File: config.mk
export PLATFORM = sky130hd
export DESIGN_NAME = ram_burst_ctrl
export DESIGN_NICKNAME = d
export VERILOG_FILES = /design/src/rtl/ram_burst_ctrl.sv
export SDC_FILE = /design/constraint.sdc
export NUM_CORES = 1
export LEC_CHECK = 0
export CAP_MARGIN = 20
export CORE_MARGIN = 8
export CORE_UTILIZATION = 30
export CTS_CLUSTER_SIZE = 25
export DETAILED_ROUTE_END_ITERATION = 12
export PLACE_DENSITY = 0.8
export SYNTH_ARGS = -nofsm -noshare
export SYNTH_HDL_FRONTEND = slang
export SYNTH_SLANG_ARGS = --single-unit
File: constraint.sdc
create_clock -name clk -period 3.5 [get_ports clk]
set_input_delay 1.05 -clock clk [delete_from_list [all_inputs] [get_ports clk]]
set_output_delay 1.05 -clock clk [all_outputs]
set_load 0.1 [all_outputs]
File: src/rtl/ram_burst_ctrl.sv
// Burst initiator for the single-port RAM: turns one command into a run of
// stream handshakes, with the RAM write or read on the same edge as each handshake.
module ram_burst_ctrl #(
    parameter int AW = 6,
    parameter int DW = 16,
    parameter int LW = 7
) (
    input  logic          clk,
    input  logic          rst,
    input  logic          cmd_valid,
    output logic          cmd_ready,
    input  logic          cmd_wr,
    input  logic [AW-1:0] cmd_addr,
    input  logic [LW-1:0] cmd_len,
    input  logic [DW-1:0] wr_data,
    input  logic          wr_valid,
    output logic          wr_ready,
    output logic [DW-1:0] rd_data,
    output logic          rd_valid,
    input  logic          rd_ready,
    output logic          busy,
    output logic          done,
    output logic [AW-1:0] ram_addr,
    output logic [DW-1:0] ram_in,
    output logic          ram_ld,
    input  logic [DW-1:0] ram_out
);

    typedef enum logic [1:0] {
        IDLE,
        WRITE,
        READ,
        DONE
    } state_t;

    localparam logic [LW-1:0] MaxLen = LW'(2 ** AW);

    state_t        state_q, state_d;
    logic [AW-1:0] ptr_q, ptr_d;
    logic [LW-1:0] cnt_q, cnt_d;
    logic          dir_q, dir_d;

    logic wrPhase, rdPhase, wrFire, rdFire;

    // The latched direction also qualifies each phase, so the two stream sides can never be active together.
    assign wrPhase = (state_q == WRITE) && dir_q;
    assign rdPhase = (state_q == READ) && !dir_q;
    assign wrFire  = wrPhase && wr_valid;
    assign rdFire  = rdPhase && rd_ready;

    always_ff @(posedge clk or posedge rst) begin
        if (rst) begin
            state_q <= IDLE;
            ptr_q   <= '0;
            cnt_q   <= '0;
            dir_q   <= 1'b0;
        end else begin
            state_q <= state_d;
            ptr_q   <= ptr_d;
            cnt_q   <= cnt_d;
            dir_q   <= dir_d;
        end
    end

    always_comb begin
        state_d = state_q;
        ptr_d   = ptr_q;
        cnt_d   = cnt_q;
        dir_d   = dir_q;
        case (state_q)
            IDLE: begin
                if (cmd_valid) begin
                    ptr_d = cmd_addr;
                    cnt_d = (cmd_len > MaxLen) ? MaxLen : cmd_len;
                    dir_d = cmd_wr;
                    if (cmd_len == '0) begin
                        state_d = DONE;
                    end else begin
                        state_d = cmd_wr ? WRITE : READ;
                    end
                end
            end
            WRITE, READ: begin
                // The pointer wraps naturally at the top of the array.
                if (wrFire || rdFire) begin
                    ptr_d = ptr_q + 1'b1;
                    cnt_d = cnt_q - 1'b1;
                    if (cnt_q == LW'(1)) begin
                        state_d = DONE;
                    end
                end
            end
            DONE: begin
                state_d = IDLE;
            end
            default: begin
                state_d = IDLE;
            end
        endcase
    end

    assign cmd_ready = (state_q == IDLE);
    assign busy      = (state_q != IDLE);
    assign done      = (state_q == DONE);
    assign wr_ready  = wrPhase;
    assign rd_valid  = rdPhase;
    assign rd_data   = ram_out;
    assign ram_addr  = ptr_q;
    assign ram_in    = wr_data;
    // Gating with rst keeps the RAM safe while reset is asserted mid-cycle.
    assign ram_ld    = wrFire && !rst;

endmodule

Word-level counts from Yosys, hierarchy flattened

Cells that the tools add are included.

$add $sub $neg: 2
Order comparisons: 1
Equality and inequality tests: 7
Mux-type cells: 13
Reduce and logical (&&, ||, !) cells: 16

Operators with widths:

| cell                                                                | number |
|---|---|
| 7-bit 2-to-1 mux                                                    | 3 |
| 7-bit case mux with 2 select lines                                  | 1 |
| 6-bit 2-to-1 mux                                                    | 2 |
| 6-bit case mux with 2 select lines                                  | 1 |
| 2-bit 2-to-1 mux                                                    | 5 |
| 7-bit by 1-bit == test with 1-bit output (second input constant)    | 1 |
| 7-bit > comparator (second input constant)                          | 1 |
| 7-bit zero test                                                     | 1 |
| 7-bit by 1-bit subtractor with 7-bit output (second input constant) | 1 |
| 6-bit by 1-bit adder with 6-bit output (second input constant)      | 1 |
| 2-bit != test (second input constant)                               | 3 |
| 2-bit case mux with 3 select lines                                  | 1 |
| 3-bit AND reduction                                                 | 2 |
| 1-bit logical AND                                                   | 5 |
| 2-bit == test (second input constant)                               | 2 |
| 2-bit nonzero test                                                  | 2 |
| 2-bit by 1-bit == test with 1-bit output (second input constant)    | 1 |
| 1-bit zero test                                                     | 2 |
| 2-bit zero test                                                     | 1 |
| 2-bit AND reduction                                                 | 1 |
| 2-bit OR reduction                                                  | 1 |
| 1-bit logical OR                                                    | 1 |

Register bits after elaboration: 16
Input port bits: 51
Output and inout bits: 44
Logic and storage cells: 43

Longest topological paths before layout

Gate-level depths: netlist of run 1.

Depth in word-level cells: 6
Gate-level depth with buffers: 8
Depth with buffers taken out: 6

Worst setup path after synthesis of run 1

No wires, ideal clock.

Path type: register to output
Start: reg state_q[1]
End: out ram_ld
Data arrival time: 2.323 ns
Required time: 2.450 ns
Path slack: 0.127 ns
Cell stages (with the launch flop): 5
Path buffers: 0
Cells stage by stage: dfrtp_1 inv_1 ha_1 and2_1 and3_1

Longest elaborated chain between the ends: 4

RTL lines:

| what                                     | RTL line | text |
|---|---|---|
| start: declaration                       | 38       | `state_t state_q, state_d;` |
| start signal: assignment                 | 58       | `state_q <= state_d;` |
| 2-bit by 1-bit == test with 1-bit output | 46       | `assign wrPhase = (state_q == WRITE) && dir_q;` |
| 1-bit logical AND                        | 46       |  |
| via wr_ready                             | 17       | `output logic wr_ready,` |
| 1-bit logical AND                        | 48       | `assign wrFire = wrPhase && wr_valid;` |
| 1-bit logical AND                        | 111      | `assign ram_ld = wrFire && !rst;` |
| end: declaration                         | 25       | `output logic ram_ld,` |

The timed path passes the listed nets, and every way through them passes these cells.

Final worst setup path of run 1

Start: in wr_valid
End: out ram_ld

Longest elaborated chain between the ends: 2

RTL lines:

| what               | RTL line | text |
|---|---|---|
| start: declaration | 16       | `input logic wr_valid,` |
| 1-bit logical AND  | 48       |  |
| 1-bit logical AND  | 111      |  |

Every way passes these cells.

==> run summary, run 1 <==
multiplexer share of the synthesized area -> 3.18%
Layout Skew -> 5.57 ps
Core Util, Final -> 34.6%
Iteration-0 DRC Markers -> 79
Nets -> 215
drt wl/cell -> 14.5 µm
Slew Viols, Final -> 0
hold_buf cts -> 0
Worst R2R Path Depth -> 6
Die Footprint -> 6850 µm²
largest family of logic cells by synthesized area -> buffers and inverters
post-CTS resize count -> 0
filler instances -> 440
Post-synth EDFFs -> 0
status -> finished clean
minimum clock period -> 2990 ps
Synth Instances -> 155
Compound-Gate Fraction of Synth Area -> 17.7%
CTS buffer count -> 3
Finished Cell Area -> 1500 µm²
Synth Warn # -> 0
clk_lat worst skew -> 250 ps
GRT Resource Usage Total -> 9.40%
first-pass GRT wire length -> 4980 µm
clk sinks -> 16
syn_nets -> 214
Longest Clk Path Bufs -> 2
Pwr Total -> 1.97 mW
grt ovf -> 0
WHS -> 527 ps
crit path capture type -> primary output
Post-Syn Area -> 1340 µm²
Post-Layout Cell Count -> 207
#FFs+latches synth -> 16
Final Wtd Congestion -> 0.826
area grow syn2layout -> 11.9%
port bufs -> 30
Slew headroom -> 64.0%
Initial Util -> 30.9%
Synth area leaders -> dfrtp_1, buf_4, ha_1
Synth Area in XOR/XNOR -> 0%
Routed WL -> 3010 µm
share of flip-flops with an asynchronous set or reset -> 100%
CP arrival -> 1940 ps
maximum clock rate -> 0.335 GHz
cell taking the most area after synthesis -> dfrtp_1
Worst-path clk slew -> 70 ps
adder-cell share of the synthesized area -> 7.48%
initial antenna violation count -> 0
worst setup margin -> 512 ps
Worst-Margin Slew -> 540 ps
Critical Path RT -> 2450 ps
final hold violations -> 0
Max VDD drop -> 0.000336 V
DRC -> 0
simple-gate share of the synthesized area -> 19.6%
share of cells above drive strength 1 -> 17.4%
post-synthesis sequential area ratio -> 29.9%
leak pwr -> 0.666 nW
Horiz. Die Dim -> 82.8 µm
Placed Instance Area -> 1440 µm²
core area -> 4320 µm²
crit path kind -> in2out
setup repair after global routing missed its margin -> false
distinct cell type count after synthesis -> 37
largest net degree at the start of global routing -> 19
DP Worst Slack -> 508 ps
Final Cycle Share -> 85.4%
TNS Setup -> 0 ps
Vias per Instance -> 5.13
Site Rows -> 24
startpoint type of the worst setup path -> input pin
vias in the first global route -> 1065
Vias -> 1062
post-synth top area share -> 29.9%
post-synthesis area per instance -> 8.63 µm²
H-Tree Level Count -> 1
Hold WC Path Type -> reg2reg
Final ANT Viol Nets -> 0
placed insts -> 203
CTS root buffer -> clkbuf_8
Worst Path Max Fanout -> 2
Pre-Repair DR Iteration Count -> 4
Post-synth top flop -> dfrtp_1
Max Cap Viol -> 0
number of I/O pins -> 95
DIE HEIGHT -> 82.8 µm
# Post-CTS Setup Buffers -> 0
hold depth -> 2
diode count -> 0
pwr/cell area -> 1320 nW/µm²
Detailed Place HPWL -> 2330 µm
TritonCTS clock tree -> yes
final setup fails -> 0
-- registers in the layout, summed over array words and instances (netlist names) --
signal    count
cnt_q         7
ram_addr      6
state_q       2
dir_q         1
-- layer usage --
| metal | track usage (%) | up-vias | share of wire (%) |
|---|---|---|---|
| met2 | 14.2 | 48 | 46 |
| met1 | 10.3 | 491 | 37 |
| met3 | 4.96 | 9 | 15 |
| met4 | 5.34 | 0 | 2.3 |
| li1 | - | 514 | - |
| met5 | 0 | - | 0 |
-- worst max-delay path: stages --
cell and delay, ps:
clkdlybuf4s50_1 490, and3_1 210, buf_12 190
-- power breakdown --
group / switching [mW] / leakage (nW) / internal [mW]
combinational: 0.966 / 0.453 / 0.452
clock: 0.0656 / 0.0288 / 0.0999
sequential: 0.0977 / 0.184 / 0.289
total: 1.13 / 0.666 / 0.842
-- cells in the mapped netlist, types with 3 or more instances --
| library cell | count |
|---|---|
| nand3_1 | 7 |
| o21ai_0 | 6 |
| nor3_1 | 3 |
| nand2_1 | 16 |
| nand2b_1 | 3 |
| inv_1 | 10 |
| nor2_1 | 5 |
| dfrtp_1 | 16 |
| ha_1 | 8 |
| buf_4 | 33 |
| clkbuf_1 | 3 |
| a21oi_1 | 9 |
-- path summary, 6_finish.rpt --
kind / from / to / slack [ps]
hold / removal: ram_addr[1] / ram_addr[1] / 530
setup reg to reg: state_q[0] / cnt_q[4] / 1200
hold reg to reg: ram_addr[1] / ram_addr[1] / 530
setup / recovery: wr_valid / ram_ld / 510
min in group asynchronous: rst / ram_addr[5] / 1130
max in group asynchronous: rst / cnt_q[1] / 2190
-- layout make-up --
cell class	count	area, µm²	area share [%]
clock buffers	4	55.1	3.68
inverters	10	37.5	2.51
multi-input cells	93	641	42.8
flip-flops and latches	16	400	26.8
well taps	52	65.1	4.35
repair buffers	32	298	19.9
-- placed cells by master, fill, tap and decap left out, types with 2 or more instances in the layout --
master | synthesis | final
and3_1 | 2 | 2
clkdlybuf4s50_1 | 0 | 18
clkbuf_8 | 0 | 4
o22ai_1 | 2 | 2
a221oi_1 | 2 | 2
mux2_2 | 2 | 2
ha_1 | 8 | 8
nor4_1 | 2 | 2
a2bb2oi_1 | 2 | 2
inv_1 | 10 | 10
a21oi_1 | 9 | 9
nand2_1 | 16 | 16
or4_1 | 2 | 2
nand2b_1 | 3 | 3
nor3_1 | 3 | 3
a32oi_1 | 2 | 2
buf_4 | 33 | 13
a31oi_1 | 2 | 2
o21ai_0 | 6 | 6
and2_1 | 2 | 2
nor2_1 | 5 | 5
nand3_1 | 7 | 7
mux2i_1 | 2 | 2
dfrtp_1 | 16 | 16
-- cells by family (layout without fill, tap and decap cells) --
group                      after synthesis  in the layout
and+or+nand+nor                         48             48
buffers and inverters                   46             46
AOI/OAI and AO/OA                       33             33
DFF                                     16             16
adders and majority gates                8              8
muxes                                    4              4
Note: power is estimated with default switching activity, not from simulation.
==> inputs of run 2 (changes only) <==
- GPL_TIMING_DRIVEN: default -> 0
- PLACE_DENSITY: 0.8 -> 0.71
- TNS_END_PERCENT: default -> 50
==> run 2 against run 1 <==
  * Die area unchanged
  * Largest power group unchanged
  * Register-to-register slack better by 240 ps
  * Combinational power up 18%
  * Worst hold slack better by 15 ps
  * Clock skew up 0.61 ps
  * Routed wire length up 31%
  * First-iteration DRC count down 44%
  * Clock-buffer cell count unchanged
  * Highest routed layer unchanged
  * Power up 14%
  * Maximum frequency down 10%
  * Via count up 25%
==> run summary, run 2 (synthesized netlist as in run 1, its figures left out) <==
grt ovf -> 0 (unchanged)
CP arrival -> 2290 ps (was 1940 ps)
core area -> 4320 µm² (unchanged)
number of flip-flops in the largest register -> 7 (unchanged)
DRC -> 0 (unchanged)
Core Util, Final -> 48.4% (was 34.6%)
worst setup margin -> 164 ps (was 512 ps)
commonest non-fill, non-tap cells in the layout -> clkdlybuf4s50_1, buf_4, nand2_1, dfrtp_1 (was clkdlybuf4s50_1, nand2_1, dfrtp_1, buf_4, inv_1)
Vias -> 1325 (was 1062)
Placed Instance Area -> 2020 µm² (was 1440 µm²)
Final Wtd Congestion -> 0.829 (was 0.826)
CTS root buffer -> clkbuf_8 (unchanged)
diode count -> 0 (unchanged)
H-Tree Level Count -> 1 (unchanged)
drt wl/cell -> 14.4 µm (was 14.5 µm)
Nets -> 282 (was 215)
Slew Viols, Final -> 0 (unchanged)
Final Cycle Share -> 95.3% (was 85.4%)
Die Footprint -> 6850 µm² (unchanged)
largest net degree at the start of global routing -> 17 (was 19)
maximum clock rate -> 0.300 GHz (was 0.335 GHz)
startpoint type of the worst setup path -> flip-flop (was input pin)
CTS buffer count -> 3 (unchanged)
Finished Cell Area -> 2090 µm² (was 1500 µm²)
Pre-Repair DR Iteration Count -> 4 (unchanged)
Worst-Margin Slew -> 981 ps (was 540 ps)
leak pwr -> 0.927 nW (was 0.666 nW)
Max VDD drop -> 0.000296 V (was 0.000336 V)
vias in the first global route -> 1338 (was 1065)
clk sinks -> 16 (unchanged)
Initial Util -> 30.9% (unchanged)
Critical Path RT -> 2450 ps (about the same)
DIE HEIGHT -> 82.8 µm (unchanged)
pwr/cell area -> 1070 nW/µm² (was 1320 nW/µm²)
Final ANT Viol Nets -> 0 (unchanged)
filler instances -> 451 (was 440)
register area -> 400 µm² (unchanged)
Worst-path clk slew -> 70 ps (about the same)
first-pass GRT wire length -> 5830 µm (was 4980 µm)
GRT Resource Usage Total -> 10.7% (was 9.40%)
final hold violations -> 0 (unchanged)
commonest non-fill, non-tap cell in the layout -> clkdlybuf4s50_1 (unchanged)
Routed WL -> 3940 µm (was 3010 µm)
TritonCTS clock tree -> yes (unchanged)
minimum clock period -> 3340 ps (was 2990 ps)
WHS -> 542 ps (was 527 ps)
TNS Setup -> 0 ps (unchanged)
DP Worst Slack -> -927 ps (was 508 ps)
setup repair after global routing missed its margin -> false (unchanged)
area of the multi-input gates -> 641 µm² (unchanged)
area grow syn2layout -> 56.3% (was 11.9%)
status -> finished clean (unchanged)
clk_lat worst skew -> 260 ps (was 250 ps)
Slew headroom -> 34.4% (was 64.0%)
Max Cap Viol -> 0 (unchanged)
Iteration-0 DRC Markers -> 44 (was 79)
Hold WC Path Type -> reg2reg (unchanged)
Detailed Place HPWL -> 3230 µm (was 2330 µm)
number of I/O pins -> 95 (unchanged)
crit path kind -> reg2out (was in2out)
Longest Clk Path Bufs -> 2 (unchanged)
Largest Register -> cnt_q (unchanged)
crit path capture type -> primary output (unchanged)
Horiz. Die Dim -> 82.8 µm (unchanged)
Layout Skew -> 6.19 ps (was 5.57 ps)
port bufs -> 62 (was 30)
Vias per Instance -> 4.84 (was 5.13)
share of cells above drive strength 1 -> 22.1% (was 17.4%)
initial antenna violation count -> 0 (unchanged)
Worst Path Max Fanout -> 4 (was 2)
Site Rows -> 24 (unchanged)
final setup fails -> 0 (unchanged)
run 2: critical path, cell delays in order, from the launching register on:
cell and delay [ps]:
dfrtp_1 420, inv_1 130, ha_1 230, and2b_1 140
clkdlybuf4s50_1 1130
run 2: stage by stage:
| stage | power, mW | cells |
|---|---|---|
| 2_1_floorplan | 1.71 | 155 |
| 3_3_place_gp | 2.05 | 269 |
| 3_5_place_dp | 2.08 | 269 |
| 4_1_cts | 2.26 | 274 |
| 5_1_grt | 2.41 | 274 |
| 6_report | 2.24 | 274 |
run 2: path summary, 6_finish.rpt:
| kind | from | end | slack [ps] | cells past startpoint |
|---|---|---|---|---|
| min reg2reg | cnt_q[5] | cnt_q[5] | 540 | 2 |
| max in group asynchronous | rst | cnt_q[0] | 2130 | 3 |
| min | cnt_q[5] | cnt_q[5] | 540 | 2 |
| max | state_q[0] | rd_valid | 160 | 4 |
| max reg2reg | state_q[0] | cnt_q[2] | 1440 | 7 |
| min in group asynchronous | rst | ram_addr[3] | 1180 | 3 |
run 2: what timing repair did:
| action | CTS | global route |
|---|---|---|
| resized for setup | 4 | 0 |
| buffers inserted | 1 | 0 |
| hold buffers | 0 | 0 |
| setup endpoints to repair | 1 | 0 |
run 2: per-layer routing:
metal  vias up  GRT usage (%)  wire, µm
met5         -              0         0
met2        69           18.0      1870
li1        652              -         -
met1       602           13.0      1560
met4         0           2.59        29
met3         2           3.13       476
run 2: layout make-up:
type,count,area share [%]
Multi-Input combinational cell,93,30.6
Timing Repair Buffer,63,30.1
Sequential cell,16,19.2
Buffer,36,12.4
Tap cell,52,3.11
Clock buffer,4,2.63
Inverter,10,1.97
run 2: where the power goes:
part | total (mW) | internal, mW | switching (mW)
registers | 0.388 | 0.289 | 0.0989
clock network | 0.167 | 0.100 | 0.0667
logic | 1.68 | 0.532 | 1.15
